`config.mk`:
```
export PLATFORM = sky130hd
export DESIGN_NAME = alu_muldiv_riscv
export DESIGN_NICKNAME = d
export VERILOG_FILES = /design/src/rtl/alu_muldiv_riscv.sv
export SDC_FILE = /design/constraint.sdc
export NUM_CORES = 1
export LEC_CHECK = 0
export ABC_AREA = 1
export CORE_UTILIZATION = 68
export DETAILED_ROUTE_END_ITERATION = 10
export GPL_TIMING_DRIVEN = 0
export PLACE_DENSITY_LB_ADDON = 0.12
export SLEW_MARGIN = 20
export SYNTH_ARGS = -nofsm -noshare
export SYNTH_HDL_FRONTEND = slang
export SYNTH_SLANG_ARGS = --single-unit
```
`constraint.sdc`:
```
create_clock -name clk -period 13.25 [get_ports clk]
set_input_delay 3.3125 -clock clk [delete_from_list [all_inputs] [get_ports clk]]
set_output_delay 3.3125 -clock clk [all_outputs]
set_load 0.01 [all_outputs]
```
`src/rtl/alu_muldiv_riscv.sv`:
```
// rtl/alu_muldiv_riscv.sv - RV32/64 base ALU with iterative M-extension multiply/divide
// Optional macro ALU_DIV_EARLY_OUT_EN: divide-by-zero and signed overflow finish in one cycle.
module alu_muldiv_riscv #(
   parameter int XLEN = 32
) (
   input  logic            clk,
   input  logic            rst,
   input  logic            Start,
   input  logic            Mul_Div,
   input  logic [4:0]      Operation,
   input  logic [XLEN-1:0] A,
   input  logic [XLEN-1:0] B,
   output logic [XLEN-1:0] Result,
   output logic            Flag,
   output logic            Busy,
   output logic            Done
);

   localparam int SW = $clog2(XLEN);
   localparam int CW = SW + 1;

   localparam logic [1:0] S_IDLE = 2'd0;
   localparam logic [1:0] S_CALC = 2'd1;
   localparam logic [1:0] S_DONE = 2'd2;

   localparam logic [4:0] ALU_ADD = 5'b00000;
   localparam logic [4:0] ALU_SUB = 5'b00001;
   localparam logic [4:0] ALU_SLL = 5'b00010;
   localparam logic [4:0] ALU_SRL = 5'b00011;
   localparam logic [4:0] ALU_SRA = 5'b00100;
   localparam logic [4:0] ALU_XOR = 5'b00101;
   localparam logic [4:0] ALU_OR  = 5'b00110;
   localparam logic [4:0] ALU_AND = 5'b00111;
   localparam logic [4:0] ALU_EQ  = 5'b10000;
   localparam logic [4:0] ALU_NE  = 5'b10001;
   localparam logic [4:0] ALU_LTS = 5'b10010;
   localparam logic [4:0] ALU_LTU = 5'b10011;
   localparam logic [4:0] ALU_GES = 5'b10100;
   localparam logic [4:0] ALU_GEU = 5'b10101;

   logic [1:0]        r_state;
   logic [2:0]        r_op;
   logic [XLEN-1:0]   r_a;
   logic [2*XLEN-1:0] r_acc;
   logic [XLEN-1:0]   r_mcand;
   logic [CW-1:0]     r_cnt;
   logic              r_neg_q;
   logic              r_neg_r;
   logic              r_div_zero;
   logic [XLEN-1:0]   r_result;
   logic              r_flag;

   logic [SW-1:0]     w_shamt;
   logic [XLEN-1:0]   w_alu_res;
   logic              w_alu_flag;
   logic [2:0]        w_f3;
   logic              w_sa;
   logic              w_sb;
   logic [XLEN-1:0]   w_mag_a;
   logic [XLEN-1:0]   w_mag_b;
   logic [XLEN:0]     w_sum;
   logic [XLEN:0]     w_diff;
   logic [2*XLEN-1:0] w_acc_nxt;
   logic [2*XLEN-1:0] w_prod;
   logic [XLEN-1:0]   w_quo;
   logic [XLEN-1:0]   w_rem;
   logic [XLEN-1:0]   w_md_res;

   assign w_shamt = B[SW-1:0];

   always_comb begin
      w_alu_res = '0;
      case (Operation)
         ALU_ADD: w_alu_res = A + B;
         ALU_SUB: w_alu_res = A - B;
         ALU_SLL: w_alu_res = A << w_shamt;
         ALU_SRL: w_alu_res = A >> w_shamt;
         ALU_SRA: w_alu_res = $signed(A) >>> w_shamt;
         ALU_XOR: w_alu_res = A ^ B;
         ALU_OR:  w_alu_res = A | B;
         ALU_AND: w_alu_res = A & B;
         ALU_EQ:  w_alu_res = {{(XLEN-1){1'b0}}, A == B};
         ALU_NE:  w_alu_res = {{(XLEN-1){1'b0}}, A != B};
         ALU_LTS: w_alu_res = {{(XLEN-1){1'b0}}, $signed(A) < $signed(B)};
         ALU_LTU: w_alu_res = {{(XLEN-1){1'b0}}, A < B};
         ALU_GES: w_alu_res = {{(XLEN-1){1'b0}}, $signed(A) >= $signed(B)};
         ALU_GEU: w_alu_res = {{(XLEN-1){1'b0}}, A >= B};
         default: w_alu_res = '0;
      endcase
   end

   assign w_alu_flag = Operation[4] & w_alu_res[0];

   // Iterate on magnitudes; signs are reapplied once the last step completes.
   assign w_f3    = Operation[2:0];
   assign w_sa    = A[XLEN-1] & ((w_f3 == 3'b001) | (w_f3 == 3'b010) | (w_f3 == 3'b100) | (w_f3 == 3'b110));
   assign w_sb    = B[XLEN-1] & ((w_f3 == 3'b001) | (w_f3 == 3'b100) | (w_f3 == 3'b110));
   assign w_mag_a = w_sa ? (~A + 1'b1) : A;
   assign w_mag_b = w_sb ? (~B + 1'b1) : B;

   assign w_sum  = {1'b0, r_acc[2*XLEN-1:XLEN]} + (r_acc[0] ? {1'b0, r_mcand} : {(XLEN+1){1'b0}});
   assign w_diff = r_acc[2*XLEN-1:XLEN-1] - {1'b0, r_mcand};

   always_comb begin
      w_acc_nxt = {w_sum, r_acc[XLEN-1:1]};
      if (r_op[2]) begin
         if (w_diff[XLEN])
            w_acc_nxt = {r_acc[2*XLEN-2:0], 1'b0};
         else
            w_acc_nxt = {w_diff[XLEN-1:0], r_acc[XLEN-2:0], 1'b1};
      end
   end

   assign w_prod = r_neg_q ? (~w_acc_nxt + 1'b1) : w_acc_nxt;
   assign w_quo  = r_div_zero ? {XLEN{1'b1}} :
                   (r_neg_q ? (~w_acc_nxt[XLEN-1:0] + 1'b1) : w_acc_nxt[XLEN-1:0]);
   assign w_rem  = r_div_zero ? r_a :
                   (r_neg_r ? (~w_acc_nxt[2*XLEN-1:XLEN] + 1'b1) : w_acc_nxt[2*XLEN-1:XLEN]);

   always_comb begin
      w_md_res = '0;
      case (r_op)
         3'b000:                  w_md_res = w_prod[XLEN-1:0];
         3'b001, 3'b010, 3'b011:  w_md_res = w_prod[2*XLEN-1:XLEN];
         3'b100, 3'b101:          w_md_res = w_quo;
         default:                 w_md_res = w_rem;
      endcase
   end

`ifdef ALU_DIV_EARLY_OUT_EN
   logic            w_b_zero;
   logic            w_special;
   logic [XLEN-1:0] w_special_res;
   assign w_b_zero  = (B == '0);
   assign w_special = Mul_Div & Operation[2] &
                      (w_b_zero | (~Operation[0] & (A == {1'b1, {(XLEN-1){1'b0}}}) & (B == {XLEN{1'b1}})));
   assign w_special_res = Operation[1] ? (w_b_zero ? A : '0) : (w_b_zero ? {XLEN{1'b1}} : A);
`endif

   always_ff @(posedge clk) begin
      if (rst) begin
         r_state    <= S_IDLE;
         r_op       <= '0;
         r_a        <= '0;
         r_acc      <= '0;
         r_mcand    <= '0;
         r_cnt      <= '0;
         r_neg_q    <= 1'b0;
         r_neg_r    <= 1'b0;
         r_div_zero <= 1'b0;
         r_result   <= '0;
         r_flag     <= 1'b0;
      end else begin
         case (r_state)
            S_IDLE: begin
               if (Start) begin
                  r_op       <= w_f3;
                  r_a        <= A;
                  r_cnt      <= '0;
                  r_div_zero <= (B == '0);
                  r_neg_q    <= w_sa ^ w_sb;
                  r_neg_r    <= w_sa;
                  if (!Mul_Div) begin
                     r_result <= w_alu_res;
                     r_flag   <= w_alu_flag;
                     r_state  <= S_DONE;
                  end
`ifdef ALU_DIV_EARLY_OUT_EN
                  else if (w_special) begin
                     r_result <= w_special_res;
                     r_flag   <= 1'b0;
                     r_state  <= S_DONE;
                  end
`endif
                  else begin
                     r_acc   <= Operation[2] ? {{XLEN{1'b0}}, w_mag_a} : {{XLEN{1'b0}}, w_mag_b};
                     r_mcand <= Operation[2] ? w_mag_b : w_mag_a;
                     r_state <= S_CALC;
                  end
               end
            end
            S_CALC: begin
               r_acc <= w_acc_nxt;
               r_cnt <= r_cnt + 1'b1;
               if (r_cnt == CW'(XLEN-1)) begin
                  r_result <= w_md_res;
                  r_flag   <= 1'b0;
                  r_state  <= S_DONE;
               end
            end
            S_DONE:  r_state <= S_IDLE;
            default: r_state <= S_IDLE;
         endcase
      end
   end

   assign Result = r_result;
   assign Flag   = r_flag;
   assign Busy   = (r_state != S_IDLE);
   assign Done   = (r_state == S_DONE);

endmodule

```
==> impl_results.md, run 1 <==
- Sequential element share of the synthesized area: 13.1%
- Width of the die: 200 microns
- Port bufs: 105
- Largest net degree at the start of global routing: 18
- FFs w/ async S/R, synth: 0%
- Most frequent cell after synthesis: nand2_1
- Synth top area share: 20.5%
- GRT Util Overall: 67.9%
- Vias in the first global route: 34600
- Global-route wire length before repair: 210000 microns
- Cell count after synthesis: 4874
- Cell taking the most area after synthesis: nand2_1
- Post-synth top cells: nand2_1, inv_1, a21oi_1
- Primary FF master, synth: dfxtp_1
- Outcome: aborted with a tool error
- # rows: 72
- GRT overflow: 16
- Mapped cell area: 26700 sq um
- Syn_nets: 5117
- Run Error: [ERROR GRT-0116] Global routing finished with congestion. Check the congestion regions in the DRC Viewer.
- Yosys reg bits: 175
- Clock sink total: 175
- H-tree depth: 4
- Synth cell types: 67
- CTS Buf Count: 17
- Post-CTS Setup Bufs: 0
- RePlAce Congestion: 1.42
- IO Pins: 108
- Synthesis Warnings: 0
- Stopping stage: 5_1_grt
- CTS max path bufs: 2
- Post-DP HPWL: 102000 microns
- Clk root buf: clkbuf_16
- Starting Density: 69.0%
- Die height: 200 microns
- Dominant cells by area after synthesis: nand2_1, dfxtp_1, inv_1
- Avg Cell Area, Syn: 5.49 sq um
- # hold bufs at CTS: 0
- EDFF count, synth: 0
- Resize count post-CTS: 0
-- cells by family after synthesis --
| group | count (synthesis) | synth area share (%) |
|---|---|---|
| AO/OA/AOI/OAI | 1137 | 24.4 |
| XOR/XNOR | 112 | 3.67 |
| adder cells (fa/ha/maj) | 170 | 8.07 |
| buffers and inverters | 876 | 12.8 |
| flip-flops | 175 | 13.1 |
| multiplexers | 10 | 0.374 |
| AND/OR/NAND/NOR | 2394 | 37.7 |
-- metrics by stage --
stage	utilization [%]	worst slack [ns]	cell area (sq um)	instances	hold slack, ns
after floorplan	-	6.68	26700	4874	0.448
after global placement	73.4	4.31	28400	5497	0.457
after detailed placement	73.4	4.29	28400	5497	0.474
after CTS	75.0	4.76	29100	5529	0.485
-- routing by layer --
layer  GRT usage (%)  GRT overflow
met5            9.76             0
met4            66.3            11
met3            46.9             0
met2            86.4             5
met1            71.5             0
==> inputs of run 2 (changes only) <==
CORE_UTILIZATION = 40   (was 68)
PLACE_DENSITY_LB_ADDON = 0.15   (was 0.12)
==> impl_results.md, run 2 <==
- CTS max path bufs: 2 (unchanged)
- Post-CTS Setup Bufs: 0 (unchanged)
- Mapped cell area: 26700 sq um (unchanged)
- Global-route wire length before repair: 223000 microns
- Worst reg2reg path endpoint: Result[6]
- Yosys reg bits: 175 (unchanged)
- Initial antenna violation count: 4
- WL/cell: 27.1 microns
- Vias in the first global route: 31800
- Fill cells: 7511
- Vias post-DR: 35000
- Top reg by flops: r_acc
- GR Util met3: 8.11%
- Worst vdd ir: 120 uV
- Largest net degree at the start of global routing: 21
- CTS Buf Count: 17 (unchanged)
- Layout cells sized above 1: 4.39%
- Worst Setup EP: Result[0]
- Setup crit end kind: flop
- First drt pass iteration count: 6
- Cell taking the most area after synthesis: nand2_1
- Dominant cells by area after synthesis: nand2_1, dfxtp_1, inv_1
- # hold bufs at CTS: 0 (unchanged)
- Crit-path cells: clkdlybuf4s50_1, clkinv_1, clkbuf_1, clkbuf_1, clkbuf_1, fa_1, nand3_1, nand2_1, a21oi_1, o21ai_0, nand2_1, nand2_1, a21oi_1, o21ai_0, nand3_1, nand2_1, inv_1, nand4_1, nand3_1, nor2_1, nand3_1, a21oi_1, a21oi_1
- Slowest stage delay, CP: 0.71 ns
- Fmax: 112 MHz
- Core area: 66000 sq um
- H-tree depth: 4 (unchanged)
- Max Cap Viol: 0
- Die area: 67900 sq um
- Primary FF master, synth: dfxtp_1
- Max FFs per register: 64
- Worst Path Max Fanout: 13
- Most Crowded Layer GR: met2
- Crit-path slowest cell: o21ai_0
- IO Pins: 108 (unchanged)
- Pre-CTS setup slack: 4.09 ns (-0.199 ns)
- Design Power: 2.31 mW
- Clock skew: 0.0176 ns
- Starting Density: 40.5% (-29 points)
- CP Launch Point: B[1]
- Post-synth top cells: nand2_1, inv_1, a21oi_1
- Port bufs: 105 (unchanged)
- TNS Setup: 0 ns
- Clk root buf: clkbuf_16
- Worst endpoint required time: 13.60 ns
- Final Max Tran Viols: 0
- RSZ-0062 raised after global routing: false
- CP Class: primary input to flop
- Post-DP HPWL: 134000 microns (+31%)
- Most common cell after layout, fill and taps aside: nand2_1
- GRT Util Overall: 45.8%
- Total Routed Length: 159000 microns
- Final core utilization: 44.7%
- # rows: 94 (+31%)
- Clock insertion delay at the later pin of the skew report: 0.48 ns
- Most frequent cells in the layout: nand2_1, inv_1, a21oi_1
- GRT met2 Usage: 70.7%
- Clk slew on worst S/H paths: 0.08 ns
- Sequential element share of the synthesized area: 13.1% (unchanged)
- Syn_nets: 5117 (unchanged)
- Resize count post-CTS: 0 (unchanged)
- Fin crit share: 67.4%
- Avg Cell Area, Syn: 5.49 sq um (unchanged)
- Area delta synth->final: 10.3%
- CTS tree: built
- EDFF count, synth: 0 (unchanged)
- GRT overflow: 0
- DRC: 0
- Tmin final: 8.93 ns
- Post-DRT Antenna Nets: 0
- Worst Hold Class: flop to flop
- Setup Viol. Count Final: 0
- Leakage: 14.4 nW
- Via density: 5.96
- Worst R2R Start: r_acc[31]
- RePlAce Congestion: 1.09 (-23%)
- Power Dens Cells: 78.3 nW/um^2
- Most frequent cell after synthesis: nand2_1
- Setup WS post-layout: 4.32 ns
- Met1 GRT Util: 55.2%
- Worst r2r path cells: 33
- Crit path DAT: 9.28 ns
- FFs w/ async S/R, synth: 0% (unchanged)
- Outcome: completed
- Worst-margin pin slew: 1.26 ns
- R2r setup slk: 7.48 ns
- Initial DRC Count: 4321
- Cell count after synthesis: 4874 (unchanged)
- Clock sink total: 175 (unchanged)
- Synthesis Warnings: 0 (unchanged)
- Width of the die: 261 microns (+30%)
- Max-slew headroom: 14.8%
- Layout Nets: 5241
- Die height: 261 microns (+30%)
- Final Hold Viols: 0
- Startpoint type of the worst setup path: primary input
- Synth cell types: 67 (unchanged)
- Synth top area share: 20.5% (unchanged)
## run 2: worst max-delay path, delay by kind of cell
kind	cells	cell delay [ns]
fa+ha+maj	1	0.36
simple gates	10	1.45
buf+inv	6	2.52
compound gates	6	1.60
## run 2: metrics by stage
stage / cell area [sq um] / hold WS (ns) / instances
after floorplan: 26700 / 0.448 / 4874
after global placement: 28900 / 0.471 / 5843
after detailed placement: 28900 / 0.476 / 5843
after CTS: 29500 / 0.490 / 5875
after global routing: 29500 / 0.514 / 5876
final: 29500 / 0.492 / 5877
## run 2: worst min-delay path by stage
| stage | from | end | slack, ns | depth (start not counted) |
|---|---|---|---|---|
| 6_report | r_acc[28] | r_acc[28] | 0.49 | 2 |
| 5_1_grt | Flag | Flag | 0.51 | 2 |
| 4_1_cts | r_acc[28] | r_acc[28] | 0.49 | 2 |
| 3_5_place_dp | r_acc[28] | r_acc[28] | 0.48 | 2 |
| 3_3_place_gp | r_cnt[0] | r_cnt[0] | 0.47 | 2 |
| 2_1_floorplan | r_a[14] | r_a[14] | 0.45 | 2 |
## run 2: area by class of cell
class / instances / area (sq um) / share of cell area, %
Antenna cell: 2 / 5.00 / 0.0170
Buffer: 223 / 957 / 3.24
Clock buffer: 17 / 425 / 1.44
Clock inverter: 15 / 184 / 0.623
Inverter: 653 / 2450 / 8.32
Multi-Input combinational cell: 3823 / 19800 / 67.3
Sequential cell: 175 / 3500 / 11.9
Tap cell: 864 / 1080 / 3.66
Timing Repair Buffer: 105 / 1050 / 3.56
## run 2: logic make-up (layout without fill, tap and decap cells)
group	count (synthesis)	count (layout)	share of synthesized area, %
mux	10	10	0.374
fa+ha+maj	170	170	8.07
compound gates	1137	1137	24.4
simple gates	2394	2394	37.7
buf+inv	876	1013	12.8
flops	175	175	13.1
other cells	0	2	0
xor+xnor	112	112	3.67
## run 2: metal layers
layer / vias to the layer above / part of all wire, %
li1: 16200 / -
met1: 16100 / 38
met2: 2169 / 42
met3: 520 / 9.7
met4: 4 / 10
met5: - / 0.035
## run 2: power breakdown
| part | switching [mW] | internal, mW |
|---|---|---|
| Sequential | 0.0297 | 0.556 |
| Clock | 0.272 | 0.257 |
| Combinational | 0.871 | 0.325 |
| Total | 1.17 | 1.14 |
Power figures use the tool's default switching activity.
==> inputs of run 3 (changes only) <==
clock period = 8.05 ns   (was 13.25 ns; I/O delays follow)
==> results of run 3 <==
Same layout as run 2 (identical final DEF). Status: completed.
Main changes from that run: setup slack after placement 4.09 ns -> 0.186 ns; setup slack after layout 4.32 ns -> 0.420 ns; register-to-register setup slack 7.48 ns -> 2.28 ns; total power 2.31 mW -> 3.80 mW; worst IR drop on VDD 120 uV -> 197 uV
